==> config.mk <==
export PLATFORM = sky130hd
export DESIGN_NAME = mul_sched
export DESIGN_NICKNAME = d
export VERILOG_FILES = /design/src/rtl/mul_sched.sv
export SDC_FILE = /design/constraint.sdc
export NUM_CORES = 1
export LEC_CHECK = 0
export BUFFER_PORTS_ARGS = -buffer_cell sky130_fd_sc_hd__buf_2
export CAP_MARGIN = 20
export CORE_MARGIN = 5
export CORE_UTILIZATION = 25
export CTS_BUF_LIST = sky130_fd_sc_hd__clkbuf_8
export DETAILED_ROUTE_END_ITERATION = 7
export HOLD_SLACK_MARGIN = 0.08
export RECOVER_POWER = 100
export SETUP_SLACK_MARGIN = 0.3
export SLEW_MARGIN = 15
export SYNTH_ARGS = -nofsm -noshare
export SYNTH_HDL_FRONTEND = slang
export SYNTH_SLANG_ARGS = --single-unit
==> constraint.sdc <==
create_clock -name clk -period 5.55 [get_ports clk]
set_clock_uncertainty 0.15 [all_clocks]
set_input_delay 0.8325 -clock clk [delete_from_list [all_inputs] [get_ports clk]]
set_output_delay 0.8325 -clock clk [all_outputs]
set_load 0.03 [all_outputs]
==> src/rtl/mul_sched.sv <==
// mul_sched: shares one multiplier datapath between two requesters.
//
// Requests are arbitrated round-robin in IDLE. The winner's operands are
// registered onto mul_a/mul_b and the multiplier clear is pulsed for one
// cycle (CLEAR). The block then waits LATENCY cycles (WAIT), captures mul_z
// into resp_z and pulses resp_valid with the requester ID.
//
// Ports:
//   clk, rst                 clock (rising edge), async active-high reset
//   reqN_valid/a/b           requester N operation and operands (N = 0, 1)
//   reqN_ready               requester N accepted this cycle (combinational)
//   mul_a, mul_b             registered operands to the multiplier
//   mul_clr                  registered clear to the multiplier
//   mul_z                    multiplier product
//   resp_valid/id/z          one-cycle response with captured product
//   busy                     high whenever the FSM is not in IDLE
module mul_sched #(
  parameter int WIDTH   = 32,
  parameter int LATENCY = 2
) (
  input  logic               clk,
  input  logic               rst,
  input  logic               req0_valid,
  input  logic [WIDTH-1:0]   req0_a,
  input  logic [WIDTH-1:0]   req0_b,
  output logic               req0_ready,
  input  logic               req1_valid,
  input  logic [WIDTH-1:0]   req1_a,
  input  logic [WIDTH-1:0]   req1_b,
  output logic               req1_ready,
  output logic [WIDTH-1:0]   mul_a,
  output logic [WIDTH-1:0]   mul_b,
  output logic               mul_clr,
  input  logic [2*WIDTH-1:0] mul_z,
  output logic               resp_valid,
  output logic               resp_id,
  output logic [2*WIDTH-1:0] resp_z,
  output logic               busy
);

  localparam logic [1:0] S_IDLE  = 2'd0;
  localparam logic [1:0] S_CLEAR = 2'd1;
  localparam logic [1:0] S_WAIT  = 2'd2;

  localparam logic [3:0] LAT = 4'(LATENCY);

  logic [1:0] state;
  logic [1:0] state_next;
  logic [3:0] cnt;
  logic       last_grant;
  logic       op_id;
  logic       grant0;
  logic       grant1;
  logic       accept;

  // Round-robin grant; only offered while idle.
  always_comb begin
    grant0 = 1'b0;
    grant1 = 1'b0;
    if (state == S_IDLE) begin
      if (req0_valid && req1_valid) begin
        // On a tie the requester that did not win last time goes first.
        grant0 = last_grant;
        grant1 = ~last_grant;
      end else begin
        grant0 = req0_valid;
        grant1 = req1_valid;
      end
    end else begin
      grant0 = 1'b0;
      grant1 = 1'b0;
    end
  end

  assign req0_ready = grant0;
  assign req1_ready = grant1;
  assign accept     = grant0 | grant1;

  // Next-state logic for the IDLE -> CLEAR -> WAIT sequence.
  always_comb begin
    state_next = state;
    case (state)
      S_IDLE: begin
        if (accept) begin
          state_next = S_CLEAR;
        end else begin
          state_next = S_IDLE;
        end
      end
      S_CLEAR: begin
        state_next = S_WAIT;
      end
      S_WAIT: begin
        if (cnt == 4'd1) begin
          state_next = S_IDLE;
        end else begin
          state_next = S_WAIT;
        end
      end
      default: begin
        state_next = S_IDLE;
      end
    endcase
  end

  // State, operand, counter and response registers.
  always_ff @(posedge clk or posedge rst) begin
    if (rst) begin
      state      <= S_IDLE;
      mul_a      <= '0;
      mul_b      <= '0;
      mul_clr    <= 1'b1;
      resp_valid <= 1'b0;
      resp_id    <= 1'b0;
      resp_z     <= '0;
      busy       <= 1'b0;
      cnt        <= 4'd0;
      last_grant <= 1'b1;
      op_id      <= 1'b0;
    end else begin
      state      <= state_next;
      // Clear and busy are registered copies of the upcoming state so the
      // outputs carry no combinational path from the requesters.
      mul_clr    <= (state_next == S_CLEAR);
      busy       <= (state_next != S_IDLE);
      resp_valid <= 1'b0;

      if (accept) begin
        mul_a      <= grant1 ? req1_a : req0_a;
        mul_b      <= grant1 ? req1_b : req0_b;
        op_id      <= grant1;
        last_grant <= grant1;
      end

      if (state == S_CLEAR) begin
        cnt <= LAT;
      end else if (state == S_WAIT) begin
        cnt <= cnt - 4'd1;
        if (cnt == 4'd1) begin
          resp_z     <= mul_z;
          resp_valid <= 1'b1;
          resp_id    <= op_id;
        end
      end
    end
  end

endmodule

## Word level (Yosys, flattened, before mapping)

Cells that the tools add are included.

- Bits in registers: 140
- Input port bits: 196
- Output and inout bits: 134

- Add/sub/neg operators: 1
- Equality and inequality tests: 4
- Mux-type cells: 14
- Bitwise gates (word level): 3
- Reductions and logical operators: 5

Operators with widths:

| kind | number |
|---|---|
| $mux W32 | 2 |
| $mux W1 | 8 |
| $mux W4 | 2 |
| $pmux W2 S3 | 1 |
| $eq A2 B1 Y1 const B | 2 |
| $eq A4 B1 Y1 const B | 1 |
| $reduce_bool A2 Y1 | 2 |
| $sub A4 B1 Y4 const B | 1 |
| $reduce_and A3 Y1 | 1 |
| $eq A2 B2 Y1 const B | 1 |
| $logic_not A2 Y1 | 1 |
| $mux W2 | 1 |
| $not A1 Y1 | 2 |
| $logic_and A1 B1 Y1 | 1 |
| $or A1 B1 Y1 | 1 |

## Depth between registers and ports, before layout

Gate-level depths: netlist of the first run.

- Depth after elaboration: 7
- Gate-level depth with buffers: 7

## Least setup slack after synthesis of the first run

No wires, ideal clock.

- Kind: input to output
- Start: input req1_valid
- End: output req1_ready
- Data arrival time: 1682 ps
- Required time: 4568 ps
- Setup slack: 2885 ps
- Cell stages on the path: 4
- Buffers on the path: 2
- Cell sequence: nand2_1 > buf_2 > clkbuf_1 > nor2_1

- Word-level cells in the longest chain between the ends: 3

Ends and longest elaborated chain:

| element | RTL line | text |
|---|---|---|
| from (decl) | 27 | `input logic req1_valid,` |
| $logic_and A1 B1 Y1 | 61 | `if (req0_valid && req1_valid) begin` |
| $mux W1 * | 61 |  |
| $mux W1 * | 60 | `if (state == S_IDLE) begin` |
| to (decl) | 30 | `output logic req1_ready,` |

Mark *: on every way between the ends. The rest lies on a longest branch, timed or not.

## Worst setup path in the final report of the first run

- Start: register state[0]
- End: output req1_ready

- Word-level cells in the longest chain between the ends: 2

Ends and longest elaborated chain:

| element | RTL line | text |
|---|---|---|
| from (decl) | 47 | `logic [1:0] state;` |
| from (signal assigned) | 121 | `state <= state_next;` |
| $logic_not A2 Y1 | 60 |  |
| $mux W1 | 60 |  |

Every way passes these cells.

==> impl_metrics.ini, run 1 <==
[synthesis]
yosys-top-cells-count = dfrtp_1 (138), nor2_1 (68), a31oi_1 (65)
syn-num-nets = 770
netlist_area_sq_um = 6609
synth-seq-cells = 140
synth-edff-count = 0
synth_top_area_cell = dfrtp_1
syn_inst = 567
synth_top_area_frac = 0.5225
synth.most_common_cell = dfrtp_1
yosysSeqAreaShare = 0.5305
async_reset_ff_frac = 1.000
avgSynthCellArea_sq_um = 11.66
synth_area_leaders = dfrtp_1 (52%), mux2_4 (11%), o2111ai_1 (8.5%)
synthDistinctLibCells = 31
ys_warn_count = 0
synth_ff_type = dfrtp_1

[clocking]
cts_max_level = 4
hold_buffers = 0
cts_num_sinks = 140
postCtsSetupRepairBufs = 0
clk_path_buf_depth = 2
cts_resized = 0
clk_transition_reported_paths_ns = 0.09
clk_latency_ns = 0.42
cts_tree = built
cts_root_buffer = clkbuf_8
cts_buffers = 17

[floorplanning]
die_w_um = 172.6
io-pin-count = 330
initial_utilization = 0.2536
die-area_sq_um = 29790
fp-row-count = 59
dieHeight_um = 172.6
core_sq_um = 26060

[routing]
viasPerCell = 4.805
via_count = 5814
drc = 0
wire_per_inst_um = 18.40
drt_iter0_markers = 284
wirelength_um = 22260
first_pass_iters = 5
ant_nets = 0

[run]
drv_cap = 2

[global_route]
grt_pass1_vias = 6000
grt_usage = 0.1440
gr-total-overflow = 0
antenna_found_initial = 5
grt_max_degree = 89
grt_pass1_wl_um = 34330

[power_and_ir_drop]
power_switching_share = 0.5133
leakage_nw = 3.598
p_seq_frac = 0.349
comb_power_share = 0.499
p_int_w = 0.002498
clock_power_share = 0.152
pwr_density_cell_nw_per_um2 = 612.5
ir_drop_v = 0.0003167
p_switching_w = 0.002635

[timing]
maxClockFrequency_mhz = 235.4
hold-worst-slack_ns = 0.3452
tns_ns = 0
drv_slew = 118
worst_pin_slew_ns = 3.458
hold_viol = 0
period_share = 0.7653
rsz0062_at_grt = false
max_slew_margin = -1.305
fin_crit_ns = 4.247
finalSetupViolCount = 0

[place]
place_area_sq_um = 8382
routabilityCongestion = 0.8061
dp_hpwl_um = 15920
port_buffers = 329

[worst_setup_path]
required_ns = 4.57
crit_arrival_ns = 3.26
end_kind = primary output
path_class = reg2out
crit_fanout = 66
start_kind = register

[finish]
fin_area_sq_um = 8379
drive_above_1_share = 0.2998
syn_to_final_growth_pct = 26.79
nets = 1064

[hold_path]
hp-class = reg2reg

[run_status]
violations = capacitance limit, slew limit
status = finished with violations
-- sequential cells by signal, summed over array words and instances, names as in the netlist --
signal	count
mul_a	32
state	2
mul_b	32
busy	1
resp_valid	1
resp_id	1
resp_z	64
mul_clr	1
op_id	1
last_grant	1
cnt	4
-- worst max-delay path, stage by stage (launching register included) --
cell and delay (ns):
dfrtp_1 0.42, inv_1 0.13, ha_1 0.87, nand2_2 0.05, clkbuf_2 0.73, nor2_1 0.37
buf_2 0.25
-- path summary, 6_finish.rpt --
path                               to  slack [ns]        from  cells past startpoint
max                        req1_ready        1.30    state[0]                      6
min                        resp_z[55]        0.35  resp_z[55]                      1
max reg2reg                 mul_a[27]        1.35    state[0]                      6
min reg2reg                resp_z[55]        0.35  resp_z[55]                      1
max in group asynchronous  resp_z[28]        1.69         rst                      3
min in group asynchronous  resp_z[15]        1.49         rst                      2
-- cells in the final DEF (no fill, tap or decap), drive strengths merged --
cell,n
diode,1
inv,18
o22ai,2
mux2,65
or2,1
nand2b,3
nor3b,1
a22o,1
o21a,1
nand2,3
nor3,2
o21ai,68
buf,201
o2111ai,64
nor2,68
dfstp,2
ha,7
and2,2
and3,1
dfrtp,138
a21o,1
a31oi,65
clkinvlp,5
mux2i,1
a21oi,1
clkbuf,153
-- power by group through the flow --
stage | Sequential [W] | Clock [W] | Combinational, W
after floorplan | 0.00265 | 0 | 0.00116
after global placement | 0.00180 | 0 | 0.00284
after detailed placement | 0.00180 | 0 | 0.00286
after CTS | 0.00179 | 0.000823 | 0.00286
after global routing | 0.00185 | 0.000859 | 0.00277
final | 0.00179 | 0.000781 | 0.00256
-- stage by stage --
step | setup slack (ns) | cells | util | total power, W
floorplan | 0.8179 | 567 | - | 0.003811
global placement | 2.190 | 1177 | 0.3217 | 0.004635
detailed placement | 2.125 | 1177 | 0.3217 | 0.004658
CTS | 2.015 | 1209 | 0.3354 | 0.005473
global route | 0.9093 | 1209 | 0.3215 | 0.005485
finish | 1.303 | 1210 | 0.3216 | 0.005133
-- cell families (layout without fill, tap and decap cells) --
family                   Yosys count  in the layout  share of synthesized area
AO/OA/AOI/OAI                    203            203                     0.2041
AND/OR/NAND/NOR                   81             81                    0.05074
buffers and inverters             70            377                    0.06077
flip-flops                       140            140                     0.5305
adder cells (fa/ha/maj)            7              7                    0.01325
other                              0              1                          0
multiplexers                      66             66                     0.1407
-- cell type report --
| type | count | area, sq um |
|---|---|---|
| repair buffers | 337 | 1533 |
| fillers | 2827 | 17680 |
| multi-input cells | 357 | 2530 |
| clock inverters | 15 | 125.1 |
| diodes | 1 | 2.502 |
| clock buffers | 17 | 234.0 |
| well taps | 335 | 419.2 |
| inverters | 8 | 30.03 |
| flip-flops and latches | 140 | 3506 |
-- layer usage --
layer	GRT usage	wire length, um
met1	0.1857	9721
met2	0.2278	10260
met5	0	46
met4	0.03632	289
met3	0.05611	1947
(Power assumes the default switching activity.)
==> run 2: changes to the inputs <==
==> constraint.sdc (replaced) <==
create_clock -name clk -period 3.9 [get_ports clk]
set_clock_uncertainty 0.15 [all_clocks]
set_input_delay 0.585 -clock clk [delete_from_list [all_inputs] [get_ports clk]]
set_output_delay 0.585 -clock clk [all_outputs]
set_load 0.03 [all_outputs]
==> impl_metrics.ini, run 2 (synthesized netlist as in run 1, its figures left out) <==
[run_status]
status = finished clean

[finish]
final_cell_mix = buf_2 (195), dfrtp_1 (138), clkbuf_1 (134), o21ai_0 (68), nor2_1 (68)
top_register = resp_z
drive_above_1_share = 0.3015
nets = 1069
reg.largest.list = resp_z x64, mul_a x32, mul_b x32
syn_to_final_growth_pct = 28.64
largest_reg_flops = 64
layout_commonest_cell = buf_2
antenna_cells = 0

[floorplanning]
dieHeight_um = 172.6
initial_utilization = 0.2536
die-area_sq_um = 29790
io-pin-count = 330
fp-row-count = 59
die_w_um = 172.6
core_sq_um = 26060

[worst_setup_path]
crit_fanout = 15
critical-path-max-stage-delay_ns = 0.57
slowest_stage = ha_1
cp-startpoint = state[0]
crit_buf_inv = 2
start_kind = register
cp_top_family = adder cells
path_class = reg2out
required_ns = 3.16
crit_arrival_ns = 2.18
regToRegSetupSlack_ns = 1.00
reg2regPathDepth = 6
cp_cell_sequence = inv_1 -> ha_1 -> nand2_2 -> nor2_1 -> clkbuf_1
r2r_start = state[0]
r2r-end = mul_a[16]
end_kind = primary output

[run]
drv_cap = 0

[timing]
max_slew_margin = 0.1003
tns_ns = 0
finalSetupViolCount = 0
fin_crit_ns = 2.912
maxClockFrequency_mhz = 343.4
worst_pin_slew_ns = 1.349
period_share = 0.7467
hold_viol = 0
drv_slew = 0
rsz0062_at_grt = false
setup_ws_ns = 0.9879

[global_route]
grt_pass1_wl_um = 35320
grt_max_degree = 89
gr-total-overflow = 0
grt_pass1_vias = 6207
antenna_found_initial = 1
grt_usage = 0.1469

[power_and_ir_drop]
pwr_density_cell_nw_per_um2 = 871.2
leakage_nw = 3.654
total_power_w = 0.007407
ir_drop_v = 0.0003565

[routing]
wire_per_inst_um = 18.30
via_count = 5836
drt_iter0_markers = 372
viasPerCell = 4.807
wirelength_um = 22210
drc = 0
first_pass_iters = 4
ant_nets = 0

[hold_path]
min_to = resp_z[58]
min_from = mul_z[58]
hp-class = in2reg
min_path_cells = 2

[clocking]
cts_buffers = 17
cts_num_sinks = 140
cts_root_buffer = clkbuf_8
postCtsSetupRepairBufs = 0
cts_tree = built
clk_path_buf_depth = 2
clk_latency_ns = 0.43
clk_transition_reported_paths_ns = 0.10
cts_max_level = 4

[place]
port_buffers = 329
routabilityCongestion = 0.7420
dp_hpwl_um = 15350
dp_slack_ns = 1.518
-- run 2: cell count changes in the layout (fill, tap and decap cells not counted), moves of 3 or more --
cell,change
o21ai_0,+7
o21ai_1,-7
buf_12,+4
clkinv_4,+3
clkinvlp_4,-3
-- run 2: per-stage QoR --
| step | hold slack, ns | area [sq um] | cells | util |
|---|---|---|---|---|
| floorplan | 0.3000 | 6613 | 567 | - |
| global placement | 0.3361 | 8461 | 1181 | 0.3247 |
| detailed placement | 0.3376 | 8461 | 1181 | 0.3247 |
| CTS | 0.1706 | 8862 | 1214 | 0.3401 |
| global route | 0.1523 | 8502 | 1214 | 0.3263 |
| finish | 0.2042 | 8502 | 1214 | 0.3263 |
-- run 2: worst reg2reg max path, cell delays in order (launching register included) --
cell and delay [ns]:
dfrtp_1 0.42, inv_1 0.14, ha_1 0.57, nand2_2 0.09, clkbuf_2 0.77, o21ai_0 0.52, a31oi_1 0.13
-- run 2: area by class of cell --
type                    instances  area [sq um]
clock buffers                  17         234.0
clock inverters                15         157.7
fillers                      2808         17560
inverters                       8         31.28
multi-input cells             357          2527
flip-flops and latches        140          3506
well taps                     335         419.2
repair buffers                342          1627
-- run 2: worst max path at each step --
stage | endpoint | cells after the start
floorplan | busy | 1
global placement | mul_a[24] | 4
detailed placement | mul_a[22] | 5
CTS | req1_ready | 5
global route | mul_a[29] | 6
finish | req1_ready | 5
-- run 2: where the power goes --
part / internal [W] / switching, W / leakage (nW) / total [W]
logic: 0.000969 / 0.00272 / 1.79 / 0.00369
registers: 0.00214 / 0.000376 / 1.67 / 0.00252
clock network: 0.000529 / 0.000670 / 0.196 / 0.00120
-- run 2: routing by layer --
layer | part of all wire | global-route usage | up-vias
li1 | - | - | 2736
met1 | 0.44 | 0.1876 | 2792
met2 | 0.47 | 0.2406 | 283
met3 | 0.079 | 0.04869 | 23
met4 | 0.013 | 0.03797 | 2
met5 | 0.00059 | 0 | -
-- run 2: repair_timing --
action                                  CTS  global route
endpoints found under the setup margin    0             0
gates resized for setup                   0             0
endpoints found under the hold margin    23             0
hold buffers                              1             0
==> run 3: changes to the inputs <==
==> constraint.sdc (replaced) <==
create_clock -name clk -period 2.68 [get_ports clk]
set_clock_uncertainty 0.15 [all_clocks]
set_input_delay 0.402 -clock clk [delete_from_list [all_inputs] [get_ports clk]]
set_output_delay 0.402 -clock clk [all_outputs]
set_load 0.03 [all_outputs]
==> impl_metrics.ini, run 3 (synthesized netlist as in run 1, its figures left out) <==
[worst_setup_path]
end_kind = register
regToRegSetupSlack_ns = 0.33
path_class = reg2reg
required_ns = 2.90
crit_fanout = 16
crit_arrival_ns = 2.57
start_kind = register
critical-path-max-stage-delay_ns = 0.60
cp_cell_sequence = inv_1 -> ha_1 -> buf_4 -> o21a_4 -> nor2_1 -> a31oi_1 -> dlygate4sd3_1
slowest_stage = dlygate4sd3_1

[global_route]
grt_pass1_wl_um = 40680
grt_max_degree = 55
grt_usage = 0.1677
gr-total-overflow = 0
antenna_found_initial = 1
grt_pass1_vias = 7225

[timing]
fin_crit_ns = 2.350
maxClockFrequency_mhz = 425.5
drv_slew = 0
period_share = 0.8768
rsz0062_at_grt = false
hold_viol = 0
finalSetupViolCount = 0
worst_pin_slew_ns = 1.229
max_slew_margin = 0.1759
tns_ns = 0
hold-worst-slack_ns = 0.1259

[finish]
largest_reg_flops = 64
syn_to_final_growth_pct = 56.13
seqCellArea_sq_um = 3506
drive_above_1_share = 0.2668
top_register = resp_z
layout_commonest_cell = buf_2
reg.largest.list = resp_z x64, mul_a x32, mul_b x32
nets = 1247
multi_input_area_sq_um = 2542
fillCellCount = 2554
final_cell_mix = buf_2 (196), dlygate4sd3_1 (165), dfrtp_1 (138), clkbuf_1 (136), nor2_1 (68)

[power_and_ir_drop]
clock_power_share = 0.150
power_switching_share = 0.5028
comb_power_share = 0.524
pwr_density_cell_nw_per_um2 = 1096
leakage_nw = 4.422
ir_drop_v = 0.0006655
p_int_w = 0.005623
p_seq_frac = 0.326
p_switching_w = 0.005687

[routing]
via_count = 6728
first_pass_iters = 4
wirelength_um = 25620
wire_per_inst_um = 18.39
drt_iter0_markers = 349
drc = 0
viasPerCell = 4.830
ant_nets = 0

[run]
drv_cap = 0

[place]
port_buffers = 329
routabilityCongestion = 0.7756
dp_hpwl_um = 16380

[hold_path]
hp-class = in2reg

[clocking]
cts_max_level = 4
cts_num_sinks = 140
cts_buffers = 17
clk_latency_ns = 0.43
cts_root_buffer = clkbuf_8
clk_transition_reported_paths_ns = 0.09
clk_path_buf_depth = 2
cts_tree = built

[floorplanning]
initial_utilization = 0.2536
dieHeight_um = 172.6
io-pin-count = 330
fp-row-count = 59
die_w_um = 172.6
core_sq_um = 26060
die-area_sq_um = 29790

[run_status]
status = finished clean
run 3: area by class of cell:
class,instances,area share
well taps,335,0.04062
diodes,1,0.0002425
clock buffers,18,0.02401
clock inverters,14,0.01394
flip-flops and latches,140,0.3398
multi-input cells,357,0.2464
inverters,8,0.003031
repair buffers,520,0.3320
run 3: repair_timing:
action                                 in CTS  in global routing
resized for setup                           1                  0
pin swaps                                   1                  0
setup buffers                               2                  2
endpoints found under the hold margin     149                  0
hold buffers                              165                  0
setup endpoints to repair                   2                  5
run 3: path summary, 6_finish.rpt:
kind	from	endpoint	cells after the start
min in group asynchronous	rst	resp_z[0]	3
setup reg to reg	state[0]	mul_b[0]	7
max in group asynchronous	rst	resp_z[21]	4
hold reg to reg	resp_z[61]	resp_z[61]	1
setup / recovery	state[0]	mul_b[0]	7
hold / removal	req0_a[14]	mul_a[14]	3
run 3: power by group through the flow:
stage | sequential (W) | combinational [W] | clock, W
finish | 0.00369 | 0.00592 | 0.00170
global route | 0.00382 | 0.00638 | 0.00188
CTS | 0.00367 | 0.00649 | 0.00181
detailed placement | 0.00370 | 0.00615 | 0
global placement | 0.00372 | 0.00606 | 0
floorplan | 0.00550 | 0.00240 | 0
run 3: through the flow:
step / util / cells / cell area, sq um / setup slack, ns / power (W)
2_1_floorplan: - / 567 / 6613 / 0.3805 / 0.007893
3_3_place_gp: 0.3300 / 1191 / 8598 / 0.6102 / 0.009774
3_5_place_dp: 0.3300 / 1191 / 8598 / 0.5554 / 0.009845
4_1_cts: 0.4093 / 1390 / 10670 / 0.3630 / 0.01197
5_1_grt: 0.3960 / 1393 / 10320 / 0.1968 / 0.01208
6_report: 0.3960 / 1393 / 10320 / 0.3301 / 0.01131
run 3: worst max-delay path: cells and delay by family, from the launching register on:
kind / cells / cell delay (ns)
compound gates: 2 / 0.40
simple gates: 1 / 0.06
fa+ha+maj: 1 / 0.28
buf+inv: 3 / 0.97
flops: 1 / 0.41
run 3: layer usage:
metal  wire, um  vias up  part of all wire  GRT usage
met5          0        -                 0          0
met3       2061       47             0.080    0.05633
met2      12440      376              0.49     0.2842
met4        552        0             0.022    0.05117
li1           -     3102                 -          -
met1      10560     3203              0.41     0.2022
